**config.mk**
```make
export PLATFORM = sky130hd
export DESIGN_NAME = rfphoenix_vec_wb_arbiter
export DESIGN_NICKNAME = d
export VERILOG_FILES = /design/src/rtl/rfphoenix_vec_wb_arbiter.sv
export SDC_FILE = /design/constraint.sdc
export NUM_CORES = 2
export LEC_CHECK = 0
export CORE_AREA = 2 2 678 680
export CTS_BUF_LIST = sky130_fd_sc_hd__clkbuf_8 sky130_fd_sc_hd__clkbuf_16
export DETAILED_ROUTE_END_ITERATION = 16
export DIE_AREA = 0 0 680 682
export SLEW_MARGIN = 30
export SYNTH_ARGS = -nofsm -noshare
export SYNTH_HDL_FRONTEND = slang
export SYNTH_MEMORY_MAX_BITS = 65536
export SYNTH_SLANG_ARGS = --single-unit
```
**constraint.sdc**
```tcl
create_clock -name clk -period 29.7 [get_ports clk]
set_input_delay 8.91 -clock clk [delete_from_list [all_inputs] [get_ports clk]]
set_output_delay 8.91 -clock clk [all_outputs]
set_load 0.02 [all_outputs]
```
**src/rtl/rfphoenix_vec_wb_arbiter.sv**
```systemverilog
// rfphoenix_vec_wb_arbiter: vector register-file writeback front-end.
// Buffers results from two producers in per-source FIFOs, arbitrates
// round-robin between the FIFO heads and drives one registered write per cycle.
//
// Ports:
//   clk, rst                       clock, synchronous active-high reset
//   s0_* (valid/ready/thread/reg/mask/data)  source 0 (vector ALU/FPU) push port
//   s1_* (same)                    source 1 (load unit) push port
//   wr, wthread, wa, wmask, wdata  registered register-file write port
//   wsrc                           source of the current write
// Optional (macro RFPHOENIX_WB_PENDING_EN):
//   q_thread, q_reg -> q_pending   combinational in-flight hazard query
module rfphoenix_vec_wb_arbiter #(
  parameter int unsigned NLANES = 16,
  parameter int unsigned LANE_W = 32,
  parameter int unsigned TID_W  = 4,
  parameter int unsigned RID_W  = 6,
  parameter int unsigned DEPTH  = 4
) (
  input  logic                     clk,
  input  logic                     rst,
  input  logic                     s0_valid,
  output logic                     s0_ready,
  input  logic [TID_W-1:0]         s0_thread,
  input  logic [RID_W-1:0]         s0_reg,
  input  logic [NLANES*4-1:0]      s0_mask,
  input  logic [NLANES*LANE_W-1:0] s0_data,
  input  logic                     s1_valid,
  output logic                     s1_ready,
  input  logic [TID_W-1:0]         s1_thread,
  input  logic [RID_W-1:0]         s1_reg,
  input  logic [NLANES*4-1:0]      s1_mask,
  input  logic [NLANES*LANE_W-1:0] s1_data,
  output logic                     wr,
  output logic [TID_W-1:0]         wthread,
  output logic [RID_W-1:0]         wa,
  output logic [NLANES*4-1:0]      wmask,
  output logic [NLANES*LANE_W-1:0] wdata,
  output logic                     wsrc
`ifdef RFPHOENIX_WB_PENDING_EN
  ,
  input  logic [TID_W-1:0]         q_thread,
  input  logic [RID_W-1:0]         q_reg,
  output logic                     q_pending
`endif
);

  localparam int unsigned MASK_W = NLANES * 4;
  localparam int unsigned DATA_W = NLANES * LANE_W;
  localparam int unsigned PTR_W  = $clog2(DEPTH);
  localparam int unsigned CNT_W  = PTR_W + 1;

  typedef struct packed {
    logic [TID_W-1:0]  thread;
    logic [RID_W-1:0]  rid;
    logic [MASK_W-1:0] mask;
    logic [DATA_W-1:0] data;
  } entry_t;

  entry_t           r_mem [2][DEPTH];
  logic [PTR_W-1:0] r_wp  [2];
  logic [PTR_W-1:0] r_rp  [2];
  logic [CNT_W-1:0] r_cnt [2];
  logic             r_last;

  entry_t           w_in   [2];
  entry_t           w_head [2];
  entry_t           w_sel;
  logic [1:0]       w_valid;
  logic [1:0]       w_ready;
  logic [1:0]       w_push;
  logic [1:0]       w_pop;
  logic [1:0]       w_ne;
  logic             w_gnt;
  logic             w_gsel;

  assign w_in[0]  = {s0_thread, s0_reg, s0_mask, s0_data};
  assign w_in[1]  = {s1_thread, s1_reg, s1_mask, s1_data};
  assign s0_ready = w_ready[0];
  assign s1_ready = w_ready[1];

  // Handshake, FIFO heads and round-robin grant.
  always_comb begin
    w_valid = {s1_valid, s0_valid};
    w_ready = '0;
    w_push  = '0;
    w_ne    = '0;
    for (int i = 0; i < 2; i++) begin
      w_ready[i] = !rst && (r_cnt[i] != CNT_W'(DEPTH));
      w_push[i]  = w_valid[i] && w_ready[i];
      w_ne[i]    = (r_cnt[i] != '0);
      w_head[i]  = r_mem[i][r_rp[i]];
    end
    w_gnt  = |w_ne;
    // Both pending: take the one not served last; otherwise whichever is present.
    w_gsel = (&w_ne) ? ~r_last : w_ne[1];
    w_pop  = {w_gnt && w_gsel, w_gnt && !w_gsel};
    w_sel  = w_gsel ? w_head[1] : w_head[0];
  end

  // FIFO storage; contents need no reset since occupancy is tracked by r_cnt.
  always_ff @(posedge clk) begin
    for (int i = 0; i < 2; i++) begin
      if (w_push[i]) r_mem[i][r_wp[i]] <= w_in[i];
    end
  end

  // FIFO pointers, round-robin state and registered write port.
  always_ff @(posedge clk) begin
    if (rst) begin
      for (int i = 0; i < 2; i++) begin
        r_wp[i]  <= '0;
        r_rp[i]  <= '0;
        r_cnt[i] <= '0;
      end
      r_last  <= 1'b1;
      wr      <= 1'b0;
      wthread <= '0;
      wa      <= '0;
      wmask   <= '0;
      wdata   <= '0;
      wsrc    <= 1'b0;
    end else begin
      for (int i = 0; i < 2; i++) begin
        if (w_push[i]) r_wp[i] <= r_wp[i] + PTR_W'(1);
        if (w_pop[i])  r_rp[i] <= r_rp[i] + PTR_W'(1);
        case ({w_push[i], w_pop[i]})
          2'b10:   r_cnt[i] <= r_cnt[i] + CNT_W'(1);
          2'b01:   r_cnt[i] <= r_cnt[i] - CNT_W'(1);
          default: r_cnt[i] <= r_cnt[i];
        endcase
      end
      if (w_gnt) begin
        r_last  <= w_gsel;
        // An all-zero mask consumes its slot but produces no write strobe.
        wr      <= |w_sel.mask;
        wthread <= w_sel.thread;
        wa      <= w_sel.rid;
        wmask   <= w_sel.mask;
        wdata   <= w_sel.data;
        wsrc    <= w_gsel;
      end else begin
        wr    <= 1'b0;
        wmask <= '0;
      end
    end
  end

`ifdef RFPHOENIX_WB_PENDING_EN
  logic [PTR_W-1:0] w_off;

  // Match the query against every occupied FIFO slot and the live write.
  always_comb begin
    q_pending = 1'b0;
    w_off     = '0;
    if (!rst) begin
      if (wr && (wthread == q_thread) && (wa == q_reg)) q_pending = 1'b1;
      for (int i = 0; i < 2; i++) begin
        for (int j = 0; j < DEPTH; j++) begin
          w_off = PTR_W'(j) - r_rp[i];
          if ((CNT_W'(w_off) < r_cnt[i]) &&
              (r_mem[i][j].thread == q_thread) && (r_mem[i][j].rid == q_reg))
            q_pending = 1'b1;
        end
      end
    end
  end
`endif

endmodule

```
==> reports/results.ini <==
[clock_tree]
clk_latency_ps = 1090
cts_buffer_depth = 4
cts_buffers = 552
cts_sinks = 5291
cts_setup_buffers = 0
path_clk_slew_ps = 60
htree_levels = 6
cts_resized = 0
cts_tree = done
hold_buffers = 0
cts_root_buffer = clkbuf_16

[timing]
hold_viol_final = 0
rsz0062_at_grt = no
min_period_over_period_pct = 66.7
fin_tns_setup_ps = 0
slew_headroom_pct = 27.5
maxSlewViolCount = 0
fmax_mhz = 50.5
min_period_ps = 19820
finClkSkew_ps = 76.9
whs_ps = 452
tightestPinTransition_ps = 1090
setup-violations-final = 0

[final_layout]
final_cell_mix = 4,702 x edfxtp_1, 1,765 x clkdlybuf4s50_1, 1,170 x mux4_2
final_common_cell = edfxtp_1
drive_gt1_share_pct = 19.1
syn_to_final_growth_pct = 22.8
final_core_util_pct = 51.8
layout.nets = 12000

[critical_path]
slowest_stage = clkdlybuf4s50_1
crit_type = in -> out
worst-path-buf-inv = 2
path_max_fanout = 8
r2r_cells = 12
critPathCaptureType = output pin
worstPathCellList = clkdlybuf4s50_1 > a21oi_1 > clkdlybuf4s50_1
crit_required_ps = 20790
reg2reg_to = wdata[286]
cp.arrival_ps = 10910
worstReg2RegStart = r_cnt[1][0]
path_delay_family = buffers and inverters
start_kind = input pin
path_common_cell = clkdlybuf4s50_1
ff2ff_setup_slack_ps = 22850
slowest_delay_ps = 810

[yosys]
synth_top_family_by_area = multiplexers
synthArstFlopShare_pct = 0
synth_top_area_share_pct = 73.1
netlist_area_sq_mm = 0.193
synth_fa_ha_area_share_pct = 0.108
yosys.area.top_type = edfxtp_1
yosys_warnings = 0
syn_avg_cell_area_sq_um = 22.0
synth_area_leaders = edfxtp_1 73%, mux4_2 14%, dfxtp_1 6.1%
synthSimpleGateAreaFrac_pct = 1.38
synth-edff-count = 4702
synth_xor_area_share_pct = 0.0181
ys.flop_type = edfxtp_1
synth_seq_cells = 5291
syn_inst = 8772
synth_mux_area_share_pct = 16.6
synth_cell_types = 41
ys_seq_area_share_pct = 79.2
synth_compound_area_share_pct = 1.56
syn-num-nets = 9964

[power]
p_sw_uw = 6910
leakagePower_uw = 0.0775
p_per_area_mw_per_mm2 = 94.4
p_clk_share_pct = 30.7
p_int_uw = 15500
ir_drop_v = 0.000110
p_sw_share_pct = 30.9
combinationalPowerShare_pct = 28.1
p_seq_share_pct = 41.2

[floorplan]
ioPinCount = 1766
rows = 249
die_h_um = 682
die_area_sq_mm = 0.464
coreArea_sq_mm = 0.457
fp.dieW_um = 680
initial_core_util_pct = 42.2

[hold_path]
holdPathStages = 2
whs_endpoint = wdata[38]
worstHoldStart = wdata[38]
min_path_type = reg -> reg

[routing]
dr.first_iter.drc_count = 10100
ant_nets = 0
drc = 0
drt-vias-per-instance = 5.63
routed_wl_um = 574000
wl_per_cell_um = 32.8
num_vias = 98600
dr.pass1.iters = 7

[global_route]
first_global_vias = 99400
grt_overflow = 0
grt_max_degree = 144
grt_pass1_wl_um = 785000
grt_antenna_before_repair = 374
grtUsageTotal_pct = 24.1

[placed_design]
port_buffers = 1765
hpwl_um = 381000
gp_congestion = 0.855

[flow_run]
maxCapViolations = 0

[status]
outcome = completed

-- synthesized netlist by cell type (all sizes together) (2+ instances only) --
master,instances
and3,8
a31oi,2
clkbuf,247
nor4,6
nand2,531
dfxtp,589
xnor2,2
nor3,3
buf,212
nand4,24
a21oi,35
edfxtp,4702
xor2,2
o21ai,556
nand3,32
mux2i,554
inv,13
mux4,1172
nor2b,3
nor2,52
ha,15
-- registers in the layout, indices dropped and copies added (netlist names) --
register  cells
wmask        64
wsrc          1
r_last        1
wdata       512
wr            1
r_cnt         6
r_rp          4
r_mem      4688
wa            6
r_wp          4
wthread       4
-- metrics by stage --
step | total power [uW] | setup slack, ps | instance area [sq um] | std cells
after global placement | 15700 | 9940 | 218000 | 16300
after CTS | 22600 | 9910 | 236000 | 17300
after floorplan | 13300 | 5560 | 193000 | 8772
after global routing | 23200 | 9810 | 237000 | 17400
after detailed placement | 15800 | 9920 | 218000 | 16300
final | 22400 | 9880 | 237000 | 17500
-- tightest hold or removal path: cells and delay by family (launching register included) --
family | cells | cell delay [ps]
AO/OA/AOI/OAI | 1 | 50
flip-flops | 1 | 320
AND/OR/NAND/NOR | 1 | 40
-- worst max-delay path by stage --
stage	startpoint	end	cells past startpoint
floorplan	rst	r_mem[0][1000]	3
global placement	rst	s1_ready	3
detailed placement	rst	s1_ready	3
CTS	rst	s1_ready	3
global route	rst	s1_ready	3
finish	rst	s1_ready	3
-- final cells by class --
| cell class | instances | area, sq um |
|---|---|---|
| well taps | 6024 | 7540 |
| inverters | 14 | 52.6 |
| repair buffers | 1948 | 19500 |
| clock inverters | 409 | 3890 |
| flip-flops and latches | 5291 | 153000 |
| clock buffers | 610 | 14600 |
| multi-input cells | 3008 | 38000 |
| diodes | 218 | 546 |
| fillers | 35700 | 220000 |
-- kinds of logic (layout without fill, tap and decap cells) --
family,count (synthesis),in the layout
mux,1727,1727
other cells,0,218
simple gates,663,663
compound gates,598,598
fa+ha+maj,16,16
flops,5291,5291
xor+xnor,4,4
buf+inv,473,2981
-- layer usage --
metal,vias to the layer above,track usage [%],routed length (um)
met4,160,12.1,32200
met1,52400,29.7,211000
met2,4234,40.0,285000
met5,-,0,1020
li1,40500,-,-
met3,1329,5.67,44700
-- power groups by stage --
stage          clock network [uW]  registers (uW)  logic (uW)
5_1_grt                      7280            9260        6610
6_report                     6880            9220        6280
3_5_place_dp                    0            9370        6380
4_1_cts                      6990            9220        6400
2_1_floorplan                   0            9870        3440
3_3_place_gp                    0            9340        6340
Note: power is estimated with default switching activity, not from simulation.
